--- config.mk ---
export PLATFORM = sky130hd
export DESIGN_NAME = td4_program_loader
export DESIGN_NICKNAME = d
export VERILOG_FILES = /design/src/rtl/td4_program_loader.sv
export SDC_FILE = /design/constraint.sdc
export NUM_CORES = 1
export LEC_CHECK = 0
export CAP_MARGIN = 25
export CORE_ASPECT_RATIO = 0.6
export CORE_MARGIN = 1
export CORE_UTILIZATION = 56
export CTS_BUF_LIST = sky130_fd_sc_hd__clkbuf_8
export CTS_CLUSTER_DIAMETER = 100
export DETAILED_ROUTE_END_ITERATION = 8
export GPL_ROUTABILITY_DRIVEN = 0
export MAX_ROUTING_LAYER = met4
export PLACE_DENSITY = 0.79
export SYNTH_ARGS = -nofsm -noshare
export SYNTH_HDL_FRONTEND = slang
export SYNTH_SLANG_ARGS = --single-unit
--- constraint.sdc ---
create_clock -name clk -period 4.17 [get_ports clk]
set_clock_uncertainty 0.2 [all_clocks]
set_input_delay 1.251 -clock clk [delete_from_list [all_inputs] [get_ports clk]]
set_output_delay 1.251 -clock clk [all_outputs]
set_load 0.02 [all_outputs]
--- src/rtl/td4_program_loader.sv ---
// TD4 instruction-side loader: 16-entry program memory filled over a valid/ready
// byte stream, then read by the CPU program counter while the CPU is released.
module td4_program_loader #(
  parameter int unsigned ADDR_W        = 4,
  parameter int unsigned DATA_W        = 8,
  parameter bit          CLEAR_ON_LOAD = 1'b1
) (
  input  logic                clk,
  input  logic                rst,
  input  logic                load_en,
  input  logic                in_valid,
  input  logic [DATA_W-1:0]   in_data,
  output logic                in_ready,
  input  logic [ADDR_W-1:0]   pc,
  output logic [DATA_W-1:0]   instr,
  output logic                cpu_run,
  output logic                load_done,
  output logic [ADDR_W:0]     load_count,
  output logic [7:0]          checksum
);

  localparam int unsigned DEPTH = 1 << ADDR_W;
  localparam int unsigned CNT_W = ADDR_W + 1;

  localparam logic [1:0] S_IDLE = 2'd0;
  localparam logic [1:0] S_LOAD = 2'd1;
  localparam logic [1:0] S_RUN  = 2'd2;

  logic [1:0]        state, state_nxt;
  logic [DATA_W-1:0] mem [DEPTH];
  logic [ADDR_W-1:0] wptr, wptr_nxt;
  logic [CNT_W-1:0]  load_count_nxt;
  logic [7:0]        checksum_nxt;
  logic              load_done_nxt;
  logic              in_ready_nxt;
  logic              cpu_run_nxt;
  logic [DATA_W-1:0] instr_nxt;
  logic              accept;
  logic              clear_mem;

  // Next-state and next-output logic
  always_comb begin
    state_nxt      = state;
    wptr_nxt       = wptr;
    load_count_nxt = load_count;
    checksum_nxt   = checksum;
    load_done_nxt  = load_done;
    accept         = 1'b0;
    clear_mem      = 1'b0;

    case (state)
      S_IDLE: begin
        if (load_en) state_nxt = S_LOAD;
      end
      S_LOAD: begin
        accept = in_valid & in_ready;
        if (accept) begin
          wptr_nxt       = wptr + ADDR_W'(1);
          load_count_nxt = load_count + CNT_W'(1);
          checksum_nxt   = checksum + 8'(in_data);
        end
        // The 16th byte completes the load even if load_en drops with it
        if (accept && (load_count == CNT_W'(DEPTH - 1))) begin
          state_nxt     = S_RUN;
          load_done_nxt = 1'b1;
        end else if (!load_en) begin
          state_nxt = S_RUN;
        end
      end
      S_RUN: begin
        if (load_en) state_nxt = S_LOAD;
      end
      default: state_nxt = S_IDLE;
    endcase

    if ((state_nxt == S_LOAD) && (state != S_LOAD)) begin
      wptr_nxt       = '0;
      load_count_nxt = '0;
      checksum_nxt   = '0;
      load_done_nxt  = 1'b0;
      clear_mem      = CLEAR_ON_LOAD;
    end

    in_ready_nxt = (state_nxt == S_LOAD);
    cpu_run_nxt  = (state_nxt == S_RUN);
    // Only fetch while staying in RUN so instr reads zero for all of LOAD
    instr_nxt    = ((state == S_RUN) && (state_nxt == S_RUN)) ? mem[pc] : '0;
  end

  // State and registered outputs
  always_ff @(posedge clk) begin
    if (rst) begin
      state      <= S_IDLE;
      wptr       <= '0;
      load_count <= '0;
      checksum   <= '0;
      load_done  <= 1'b0;
      in_ready   <= 1'b0;
      cpu_run    <= 1'b0;
      instr      <= '0;
    end else begin
      state      <= state_nxt;
      wptr       <= wptr_nxt;
      load_count <= load_count_nxt;
      checksum   <= checksum_nxt;
      load_done  <= load_done_nxt;
      in_ready   <= in_ready_nxt;
      cpu_run    <= cpu_run_nxt;
      instr      <= instr_nxt;
    end
  end

  // Program memory
  always_ff @(posedge clk) begin
    if (rst || clear_mem) begin
      for (int unsigned i = 0; i < DEPTH; i++) mem[i] <= '0;
    end else if (accept) begin
      mem[wptr] <= in_data;
    end
  end

endmodule

# --- Word level (Yosys, flattened, before mapping) ---
# Memories as Yosys holds them, arrays and structs flattened. A register that Yosys moved wholly into a read port is not among the register bits.
# Cells that the tools add are included.
totals:
  ram_bits: 128
  memories: 1
  ff_bits: 22
memory_table:
  columns: ["memory", "depth", "width", "read_ports", "rd_clocked_by_memory_dff", "write_ports", "line", "rtl"]
  rows:
  - ["mem", 16, 8, 1, 1, 16, "30", "logic [DATA_W-1:0] mem [DEPTH];"]
op_classes:
  eq_ne: 6
  reduce_logical: 11
  muxes: 14
  addsub: 3
  bitwise: 2
op_table:
  columns: ["op", "count"]
  rows:
  - ["adder 8 bit", 1]
  - ["two-way mux 1 bit", 8]
  - ["two-way mux 8 bit", 1]
  - ["OR reduction 8 bit", 1]
  - ["two-way mux 2 bit", 3]
  - ["OR reduction 2 bit", 3]
  - ["adder 5 x 1 -> 5 bit, second input constant", 1]
  - ["== test 5 x 4 -> 1 bit, second input constant", 1]
  - ["adder 4 x 1 -> 4 bit, second input constant", 1]
  - ["== test 2 x 1 -> 1 bit, second input constant", 2]
  - ["== test 2 bit, second input constant", 2]
  - ["two-way mux 4 bit", 1]
  - ["case mux 2 bit (2 select lines)", 1]
  - ["AND reduction 2 bit", 2]
  - ["logical AND 1 bit", 3]
  - ["logical NOT 2 bit", 1]
  - ["!= test 2 x 1 -> 1 bit, second input constant", 1]
  - ["bitwise AND 1 bit", 1]
  - ["logical OR 1 bit", 1]
  - ["NOT 1 bit", 1]

# --- Logic depth before layout (Yosys ltp) ---
logic_depth:
  depth_word: 12
  ltp_mapped: 8
  depth_no_buf: 8

# --- Worst setup path after synthesis ---
# Ideal clock, no wire load.
synth_path:
  path_kind: "input to register"
  from: "in rst"
  to: "mem mem[11][0] (enable)"
  setup_time_ns: 0.384
  cell_stages: 5
  arrival_time_ns: 2.696
  path_buffers: 2
  slack_ns: 0.890
  path_cell_list: "clkbuf_1 a21oi_2 nand3_1 buf_2 o21ai_0"
synth_lines:
  columns: ["item", "line", "rtl"]
  rows:
  - ["from (decl)", "9", "input logic rst,"]
  - ["to (decl)", "30", null]

==> key figures <==
Timing
  • Final setup fails: 0
  • Fmax: 324 MHz
  • Minimum clock period: 3080 ps
  • Hold Fails Final Rpt: 0
  • Tcrit/Tclk final: 73.9%
  • Worst-Margin Slew: 642 ps
  • Max-slew violations: 0
  • Slew margin rel.: 57.2%
  • TNS Setup: 0 ps
  • Unrepaired setup endpoints after global routing: false

CTS
  • Postcts setup bufs: 0
  • Post-cts resize count: 0
  • Root buffer cell: clkbuf_8
  • CTS sink count: 158
  • Clock Latency Late Sink: 450 ps
  • H-tree Lvls: 4
  • Number of buffers created by CTS: 17
  • # hold bufs at CTS: 0
  • CTS clk-pin slew, worst paths: 90 ps
  • CTS tree: built
  • CTS Buffer Depth: 2

Critical path
  • Worst Setup Path Type: in2reg
  • Worst EP required: 4080 ps
  • Kind of start point of the critical path: input port
  • Crit end category: flip-flop
  • Worst-path maximum fanout: 8
  • Data arrival, critical path: 3000 ps

Cells and area
  • Post-layout util: 66.7%
  • Multi-input logic area: 2740 sq um
  • Area delta synth->final: 16.0%
  • Share of layout cells above drive strength 1: 17.3%
  • Reg area: 4440 sq um
  • Design area: 8570 sq um
  • Fill count: 884
  • Antenna cells: 0
  • Nets: 629

Place
  • Detail Placement HPWL: 11300 um
  • Placed cell area: 8110 sq um
  • # port buffers: 39

Drt
  • DR WL met3: 1260 um
  • Average wire per standard cell: 21.4 um
  • Final ANT Viol Nets: 0
  • # DRC: 0
  • Routed length on met2: 7810 um
  • Total Wirelength: 16700 um
  • Drt first pass iters: 5
  • Wl on met1: 7440 um
  • Vias per cell: 5.87
  • Vias: 4594
  • Top routing layer used: met4
  • Iter 0 DRT Violations: 406

Global routing
  • First-pass GRT wire length: 26000 um
  • Number of global-route vias before repair: 4614
  • Initial antenna violation count: 0
  • Largest net degree at the start of global routing: 33
  • Grt total ovfl: 0
  • GR Util All Layers: 27.5%

Synth
  • FFs w/ async S/R, synth: 0%
  • Syn Area/Cell: 13.7 sq um
  • Number of synthesized register bits: 158
  • Library cells used by synthesis: 43
  • Syn nets: 569
  • Post-synth top area share: 52.0%
  • Register area share after synthesis: 60.2%
  • Gate Count Post-Synth: 539
  • Post-synth EDFFs: 128
  • Post-Syn Area: 7390 sq um
  • Main synth FF type: edfxtp_1
  • Largest area contributor in the netlist: edfxtp_1
  • Commonest cells in the netlist: edfxtp_1 (128), and2_1 (112), dfxtp_1 (30)
  • Most frequent cell after synthesis: edfxtp_1
  • Yosys warns: 0
  • Largest cells by area after synthesis: edfxtp_1 (52%), and2_1 (9.5%), dfxtp_1 (8.1%), mux4_2 (6.4%), mux4_1 (3.9%)

Job
  • Max-cap violations: 0

Die
  • Die Width: 150 um
  • Core Box Area: 12900 sq um
  • Die area: 13700 sq um
  • Cell Rows: 32
  • Starting Density: 57.5%
  • Die height: 91.0 um
  • IO Pins: 40

Power and ir drop
  • Pleak: 3.25 nW
  • Pwr dens: 386 nW/um^2
  • Peak supply drop: 0.231 mV

Outcome
  • Status: completed

Hold path
  • Hold crit path type: reg2reg
-- metrics by stage --
stage / power (mW) / hold WS (ps) / setup slack (ps) / instances
2_1_floorplan: 1.93 / 278 / 890 / 539
3_3_place_gp: 2.02 / 250 / 730 / 750
3_5_place_dp: 2.03 / 260 / 656 / 750
4_1_cts: 3.32 / 282 / 1130 / 782
5_1_grt: 3.40 / 304 / 923 / 782
6_report: 3.31 / 279 / 1090 / 782
-- layout make-up --
| class | count | share of cell area [%] |
|---|---|---|
| clock buffer | 18 | 2.89 |
| clock inverter | 14 | 2.50 |
| inverter | 8 | 0.350 |
| multi-input combinational | 339 | 32.0 |
| sequential | 158 | 51.9 |
| tap | 170 | 2.48 |
| timing repair buffer | 75 | 7.94 |
-- sequential cells by signal (all words and copies together), names as in the netlist --
signal      count
cpu_run         1
instr           8
in_ready        1
load_count      5
wptr            4
checksum        8
mem           128
state           2
load_done       1
-- cell families (layout without fill, tap and decap cells) --
logic type                 Yosys count  count (layout)  share of synthesized area (%)
AOI/OAI and AO/OA                   61              61                           5.12
adders and majority gates           14              14                           2.47
xor gates and xnor gates             6               6                          0.711
DFF                                158             158                           60.2
muxes                               40              40                           11.4
buffers and inverters               42             115                           2.73
and+or+nand+nor                    218             218                           17.4
-- layer usage --
| metal | up-vias | GRT usage (%) |
|---|---|---|
| met1 | 2313 | 37.7 |
| met4 | 0 | 7.74 |
| met2 | 162 | 40.8 |
| met3 | 17 | 7.19 |
| li1 | 2102 | - |
| met5 | - | - |
-- cells in the final DEF (no fill, tap or decap), types with 14 or more instances in the layout --
master           count
edfxtp_1           128
and2_1             112
clkdlybuf4s50_1     38
buf_4               34
dfxtp_1             30
mux4_2              21
nand2_1             20
a211oi_1            20
o21ai_0             19
clkbuf_8            18
nor2_1              17
a21oi_1             15
nor3_1              14
-- critical path, cell delays in order --
cell and delay [ps]:
clkdlybuf4s50_1 510, nand4b_1 170, nor2_1 310, nand2_1 140, nor3_2 130, buf_4 160
nand2b_1 330
-- worst paths after layout --
path | cells after the start | slack (ps) | start | end
setup / recovery | 7 | 1090 | in_valid | mem[1][7]$_SDFFCE_PN0P_
setup reg to reg | 6 | 1900 | state[1]$_SDFF_PP0_ | mem[1][7]$_SDFFCE_PN0P_
hold reg to reg | 2 | 280 | load_done$_SDFFE_PP0P_ | load_done$_SDFFE_PP0P_
hold / removal | 2 | 280 | load_done$_SDFFE_PP0P_ | load_done$_SDFFE_PP0P_
-- power by group --
group,switching [mW],internal [mW]
Clock,0.575,0.733
Combinational,0.132,0.0949
Sequential,0.0180,1.75
Total,0.725,2.58
Power figures use the tool's default switching activity.
